<file path="src/rtl/layer_sequencer.sv">
// Sequencer/collector for one fully-connected layer: drives the shared neuron datapath,
// requantizes each result (ReLU, shift, saturate) and, with LAYER_ARGMAX_EN, tracks argmax.
module layer_sequencer #(
  parameter int OUT_SIZE  = 10,
  parameter int WIDTH_ACC = 32,
  parameter int WIDTH_Q   = 8,
  parameter int SHIFT     = 7,
  localparam int IDX_W    = (OUT_SIZE > 1) ? $clog2(OUT_SIZE) : 1
) (
  input  logic                        clk,
  input  logic                        reset,
  input  logic                        layer_go,
  output logic                        neuron_go,
  output logic [IDX_W-1:0]            neuron_index,
  input  logic                        neuron_done,
  input  logic [WIDTH_ACC-1:0]        neuron_result,
  output logic [WIDTH_Q*OUT_SIZE-1:0] out_data,
  output logic                        layer_busy,
  output logic                        layer_done,
  output logic [IDX_W-1:0]            max_index,
  output logic [WIDTH_ACC-1:0]        max_value
);

  typedef enum logic [1:0] {
    S_IDLE,
    S_START,
    S_WAIT,
    S_DONE
  } state_t;

  localparam logic [WIDTH_Q-1:0]   Q_MAX     = {1'b0, {(WIDTH_Q-1){1'b1}}};
  localparam logic [WIDTH_ACC-1:0] Q_MAX_EXT = WIDTH_ACC'(Q_MAX);
  localparam logic [IDX_W-1:0]     K_LAST    = IDX_W'(OUT_SIZE - 1);

  state_t                 state, state_next;
  logic [IDX_W-1:0]       k;
  logic                   start_layer;
  logic                   capture;
  logic                   last;
  logic [WIDTH_ACC-1:0]   relu;
  logic [WIDTH_ACC-1:0]   shifted;
  logic [WIDTH_Q-1:0]     q;

  assign start_layer = (state == S_IDLE) && layer_go;
  assign capture     = (state == S_WAIT) && neuron_done;
  assign last        = (k == K_LAST);

  always_ff @(posedge clk or negedge reset) begin
    if (!reset) state <= S_IDLE;
    else        state <= state_next;
  end

  always_comb begin
    state_next = state;
    case (state)
      S_IDLE:  if (layer_go) state_next = S_START;
      S_START: state_next = S_WAIT;
      S_WAIT:  if (neuron_done) state_next = last ? S_DONE : S_START;
      S_DONE:  state_next = S_IDLE;
      default: state_next = S_IDLE;
    endcase
  end

  assign neuron_go    = (state == S_START);
  assign layer_busy   = (state == S_START) || (state == S_WAIT);
  assign layer_done   = (state == S_DONE);
  assign neuron_index = k;

  // Negative results clamp to zero first, so the shift below never sees a sign bit.
  always_comb begin
    relu    = neuron_result[WIDTH_ACC-1] ? '0 : neuron_result;
    shifted = relu >> SHIFT;
    q       = (shifted > Q_MAX_EXT) ? Q_MAX : shifted[WIDTH_Q-1:0];
  end

  always_ff @(posedge clk or negedge reset) begin
    if (!reset) begin
      k <= '0;
    end else if (start_layer) begin
      k <= '0;
    end else if (capture && !last) begin
      k <= k + 1'b1;
    end
  end

  always_ff @(posedge clk or negedge reset) begin
    if (!reset) begin
      out_data <= '0;
    end else if (start_layer) begin
      out_data <= '0;
    end else if (capture) begin
      out_data[int'(k)*WIDTH_Q +: WIDTH_Q] <= q;
    end
  end

`ifdef LAYER_ARGMAX_EN
  logic signed [WIDTH_ACC-1:0] max_value_r;
  logic        [IDX_W-1:0]     max_index_r;

  // First capture loads unconditionally; strict compare keeps the lowest index on ties.
  always_ff @(posedge clk or negedge reset) begin
    if (!reset) begin
      max_value_r <= '0;
      max_index_r <= '0;
    end else if (start_layer) begin
      max_value_r <= '0;
      max_index_r <= '0;
    end else if (capture && ((k == '0) || ($signed(neuron_result) > max_value_r))) begin
      max_value_r <= $signed(neuron_result);
      max_index_r <= k;
    end
  end

  assign max_index = max_index_r;
  assign max_value = max_value_r;
`else
  assign max_index = '0;
  assign max_value = '0;
`endif

endmodule

</file>
<file path="config.mk">
export PLATFORM = sky130hd
export DESIGN_NAME = layer_sequencer
export DESIGN_NICKNAME = d
export VERILOG_FILES = /design/src/rtl/layer_sequencer.sv
export SDC_FILE = /design/constraint.sdc
export NUM_CORES = 1
export LEC_CHECK = 0
export ABC_AREA = 1
export ABC_CLOCK_PERIOD_IN_PS = 1950
export BUFFER_PORTS_ARGS = -buffer_cell sky130_fd_sc_hd__buf_4
export CORE_UTILIZATION = 46
export CTS_BUF_LIST = sky130_fd_sc_hd__clkbuf_4
export DETAILED_ROUTE_END_ITERATION = 10
export PLACE_DENSITY = 0.78
export SKIP_LAST_GASP = 1
export SLEW_MARGIN = 20
export SYNTH_ARGS = -nofsm -noshare
export SYNTH_HDL_FRONTEND = slang
export SYNTH_SLANG_ARGS = --single-unit
</file>
<file path="constraint.sdc">
create_clock -name clk -period 1.95 [get_ports clk]
set_input_delay 0.39 -clock clk [delete_from_list [all_inputs] [get_ports clk]]
set_output_delay 0.39 -clock clk [all_outputs]
set_load 0.02 [all_outputs]
</file>
# After elaboration in Yosys (flattened, before gate mapping)
# Cells that the tools add are included.
# classes
n_reduce_logical	9
muxes	11
addsub	2
n_eq_ne	6
magnitude_cmp	1
shifts	2
n_div	0
n_mul	0
bitwise_logic	0
# op_table
cell	count
$mux W80	2
$bwmux W80	1
$shift A8 B33 Y80 const A	1
$shiftx A8 B33 Y80	1
$neg A7 Y33	1
$mux W31	1
$gt A24 B7 Y1 const B	1
$mux W4	2
$mux W8	1
$pmux W2 S4	1
$mux W2	3
$add A4 B1 Y4 const B	1
$eq A2 B2 Y1 const B	2
$eq A4 B4 Y1 const B	1
$ne A2 B2 Y1 const B	2
$reduce_bool A2 Y1	2
$logic_and A1 B1 Y1	3
$eq A2 B1 Y1 const B	1
$logic_not A2 Y1	1
$reduce_and A2 Y1	1
$logic_not A1 Y1	1
$logic_or A1 B1 Y1	1
# totals
ramBits	0
latchBits	0
mem_count	0
mem_bits_ro	0
regBits	86

# Logic depth before layout (Yosys ltp)
# logic_depth
depth_word	7
mapped_depth	10

# Worst setup path before layout
# Ideal clock, no wire load.
# synth_path
path_kind	flip-flop to flip-flop
start	register k[0], in the netlist neuron_index[0]
end	register out_data[5]
period_less_slack_ns	2.203
setup_time_ns	0.066
stages_incl_launch_ff	9
setup_slack_ns	-0.253
required_time_ns	1.884
arrival_time_ns	2.137
path_cell_list	dfrtp_1 -> buf_6 -> nor3_1 -> ha_1 -> nor4_1 -> nand3b_2 -> nor2_4 -> nand2_1 -> nand2_1
# synth_via
elab_chain_len	5
elab_cells_between_ends	6
cone_classes	1 x add/sub; 2 x shift; 3 x mux
# synth_lines
item	line	rtl
start, declared	36	logic [IDX_W-1:0] k;
start signal, assigned	82	k <= k + 1'b1;
$neg A7 Y33 (*)	92	out_data[int'(k)*WIDTH_Q +: WIDTH_Q] <= q;
$shiftx A8 B33 Y80 or $shift A8 B33 Y80 (tied branches)	92	
$bwmux W80 (*)	92	
$mux W80 (*)	91	end else if (capture) begin
$mux W80 (*)	89	end else if (start_layer) begin
end signal, assigned by index	92	
end, declared	17	output logic [WIDTH_Q*OUT_SIZE-1:0] out_data,
# Every way passes the cells marked *; elsewhere a longest branch is shown, timed or not. The select of a mux whose other input is x is not followed.
# A chain may end at the register's enable or synchronous reset.

# Final worst setup path
# layout_path
start	register k[1], in the netlist neuron_index[1]
end	register out_data[26]
# The elaborated chain is that of the path after synthesis.

==> results.py <==
metrics = {
    "clock_tree": {
        "htreeDepth": 3,
        "cts_root_buf": "clkbuf_4",
        "clkTransAtPathRegs_ns": 0.14,
        "cts_buffer_depth": 2,
        "cts_tree": "yes",
        "cts_made_buffers": 9,
        "cts_sinks": 86,
        "clock_latency_ns": 0.45,
    },
    "grt": {
        "antenna_found_initial": 0,
        "track_usage_pct": 23.4,
        "grt_first_pass_wirelength_um": 17900,
        "grt_max_degree": 65,
        "grt_pass1_vias": 3688,
        "grt_overflow": 0,
    },
    "synthesis": {
        "synth-compound-area-share_pct": 5.93,
        "synth_edf_count": 0,
        "synth_area_um2": 4330,
        "synthMuxAreaShare_pct": 0,
        "ys_ff_latch": 86,
        "synthSimpleGateAreaFrac_pct": 29.8,
        "syn_area_per_cell_um2": 8.63,
        "synth_top_family_by_area": "simple AND/OR/NAND/NOR gates",
        "synth_xor_xnor_area_share_pct": 0.636,
        "ys.flop_type": "dfrtp_1",
        "synth_cell_types": 35,
        "synth-seq-area-share_pct": 49.8,
        "synthArstFlopShare_pct": 100,
        "synth_cells": 501,
        "synthAdderAreaFrac_pct": 2.89,
        "yosysWarnings": 0,
    },
    "routing": {
        "via_per_inst": 5.17,
        "ant_nets": 0,
        "drt-initial-drc-count": 202,
        "drc": 0,
        "vias": 3921,
        "wl_per_cell_um": 14.9,
        "wirelength_um": 11300,
        "drt_first_pass_iters": 4,
    },
    "cells_and_area": {
        "final_cell_mix": "buf_4 (144), nand2_1 (94), dfrtp_1 (84)",
        "nFillCells": 773,
        "insertedDiodeCount": 0,
        "final_nets": 689,
        "area_growth_pct": 32.5,
        "layout_commonest_cell": "buf_4",
        "drive_gt1_share_pct": 31.8,
    },
    "timing": {
        "worst_pin_slew_ns": 0.563,
        "layout_setup_ws_ns": -0.00412,
        "clock.fmax_ghz": 0.512,
        "hold_violations": 0,
        "finalSetupViolCount": 2,
        "period_minus_slack_ns": 1.95,
        "finalMaxSlewViolations": 0,
        "fin_tns_setup_ns": -0.00454,
        "max_slew_margin_pct": 62.3,
        "fin_worst_skew_ns": 0.0139,
        "min_period_over_period_pct": 100,
    },
    "worst_setup_path": {
        "worstSetupEndpointType": "flop",
        "cp_max_fo": 8,
        "arrival_ns": 2.29,
        "worstSetupPathType": "reg2reg",
        "crit_path_start_kind": "flop",
        "crit_required_ns": 2.29,
    },
    "run_status": {
        "status": "finished, violations left",
        "violations": "negative setup slack",
    },
    "floorplan": {
        "core_area_um2": 9150,
        "io_pins": 159,
        "die_h_um": 99.0,
        "design.die.area_um2": 9800,
        "die-width_um": 99.0,
        "rows": 35,
        "start_util_pct": 47.3,
    },
    "job": {
        "maxCapViolCount": 0,
    },
    "placed_design": {
        "hpwl_um": 8280,
        "place.gp.congestion": 0.912,
        "port_buffers": 115,
    },
    "power_and_ir_drop": {
        "ir_worst_vdd_uv": 655,
        "p_leak_nw": 3.08,
        "power.total_mw": 5.86,
        "power_density_nw_per_um2": 1020,
    },
    "hold_path": {
        "min_path_type": "in2async",
    },
}
power by group:
part | leakage (nW) | internal, mW | switching (mW) | total [mW]
Sequential | 1.19 | 1.87 | 0.0955 | 1.97
Clock | 0.0665 | 0.267 | 0.644 | 0.910
Combinational | 1.82 | 1.09 | 1.89 | 2.98
Total | 3.08 | 3.23 | 2.63 | 5.86
synth_stat cells, drive strengths merged (2+ instances only):
cell type | instances | area [µm²]
nand3 | 85 | 430
clkinv | 2 | 7.51
nor2 | 36 | 168
inv | 32 | 120
nand2 | 101 | 384
dfrtp | 86 | 2150
o21ai | 38 | 190
clkbuf | 12 | 45.0
nand4 | 23 | 144
buf | 41 | 298
nor4 | 2 | 27.5
ha | 10 | 125
nor3 | 9 | 61.3
a21oi | 8 | 43.8
and3 | 8 | 50.1
cell type report:
cell class	count	area [µm²]	share of cell area, %
clock buffers	9	67.6	1.18
clock inverters	7	48.8	0.852
inverters	34	134	2.34
multi-input cells	363	2010	35.2
flip-flops and latches	86	2150	37.6
well taps	111	139	2.42
repair buffers	149	1170	20.4
cell families (layout without fill, tap and decap cells):
logic type | count (synthesis) | in the layout
compound gates | 49 | 49
xor+xnor | 1 | 1
fa+ha+maj | 10 | 10
buf+inv | 87 | 199
flops | 86 | 86
other cells | 1 | 36
simple gates | 267 | 267
registers in the layout, indices dropped and copies added (netlist names):
signal        cells
out_data         80
neuron_index      4
state             2
repair_timing:
item	4_1_cts	5_1_grt
endpoints found under the setup margin	33	76
hold buffers	1	0
hold endpoints to repair	54	0
pin swaps	2	14
gates resized for setup	8	24
buffers inserted	2	13
layer usage:
| metal | global-route usage, % | up-vias | share of wire [%] |
|---|---|---|---|
| met5 | 0 | - | 0 |
| met4 | 7.81 | 0 | 1.2 |
| met3 | 5.67 | 12 | 7.5 |
| met2 | 39.4 | 141 | 49 |
| met1 | 29.7 | 1878 | 42 |
| li1 | - | 1890 | - |
worst max-delay path: stages, from the launching register on:
cell,delay [ns]
dfrtp_2,0.48
nor3_4,0.25
ha_4,0.21
inv_1,0.13
nor3_1,0.31
nand2_1,0.25
nand3_1,0.13
o21ai_0,0.08
path summary, 6_finish.rpt:
kind / cells after the start / to / slack (ns) / startpoint
setup / recovery: 7 / out_data[26] / -0.004 / neuron_index[1]
hold / removal: 2 / out_data[71] / 0.28 / reset
setup reg to reg: 7 / out_data[26] / -0.004 / neuron_index[1]
hold reg to reg: 2 / out_data[46] / 0.50 / out_data[46]
max in group asynchronous: 3 / neuron_index[0] / 1.09 / reset
min in group clk: 3 / state[0] / 0.34 / layer_go
stage by stage:
step	util, %	area [µm²]	setup slack [ns]	hold slack [ns]	std cells
finish	62.6	5730	-0.00412	0.275	759
floorplan	-	4510	0.0000826	0.0944	536
detailed placement	58.3	5330	-0.0431	0.217	727
global route	62.6	5730	-0.0727	0.243	759
CTS	60.1	5500	-0.0267	0.254	746
global placement	58.3	5330	0.0192	0.215	727
Note: power is estimated with default switching activity, not from simulation.
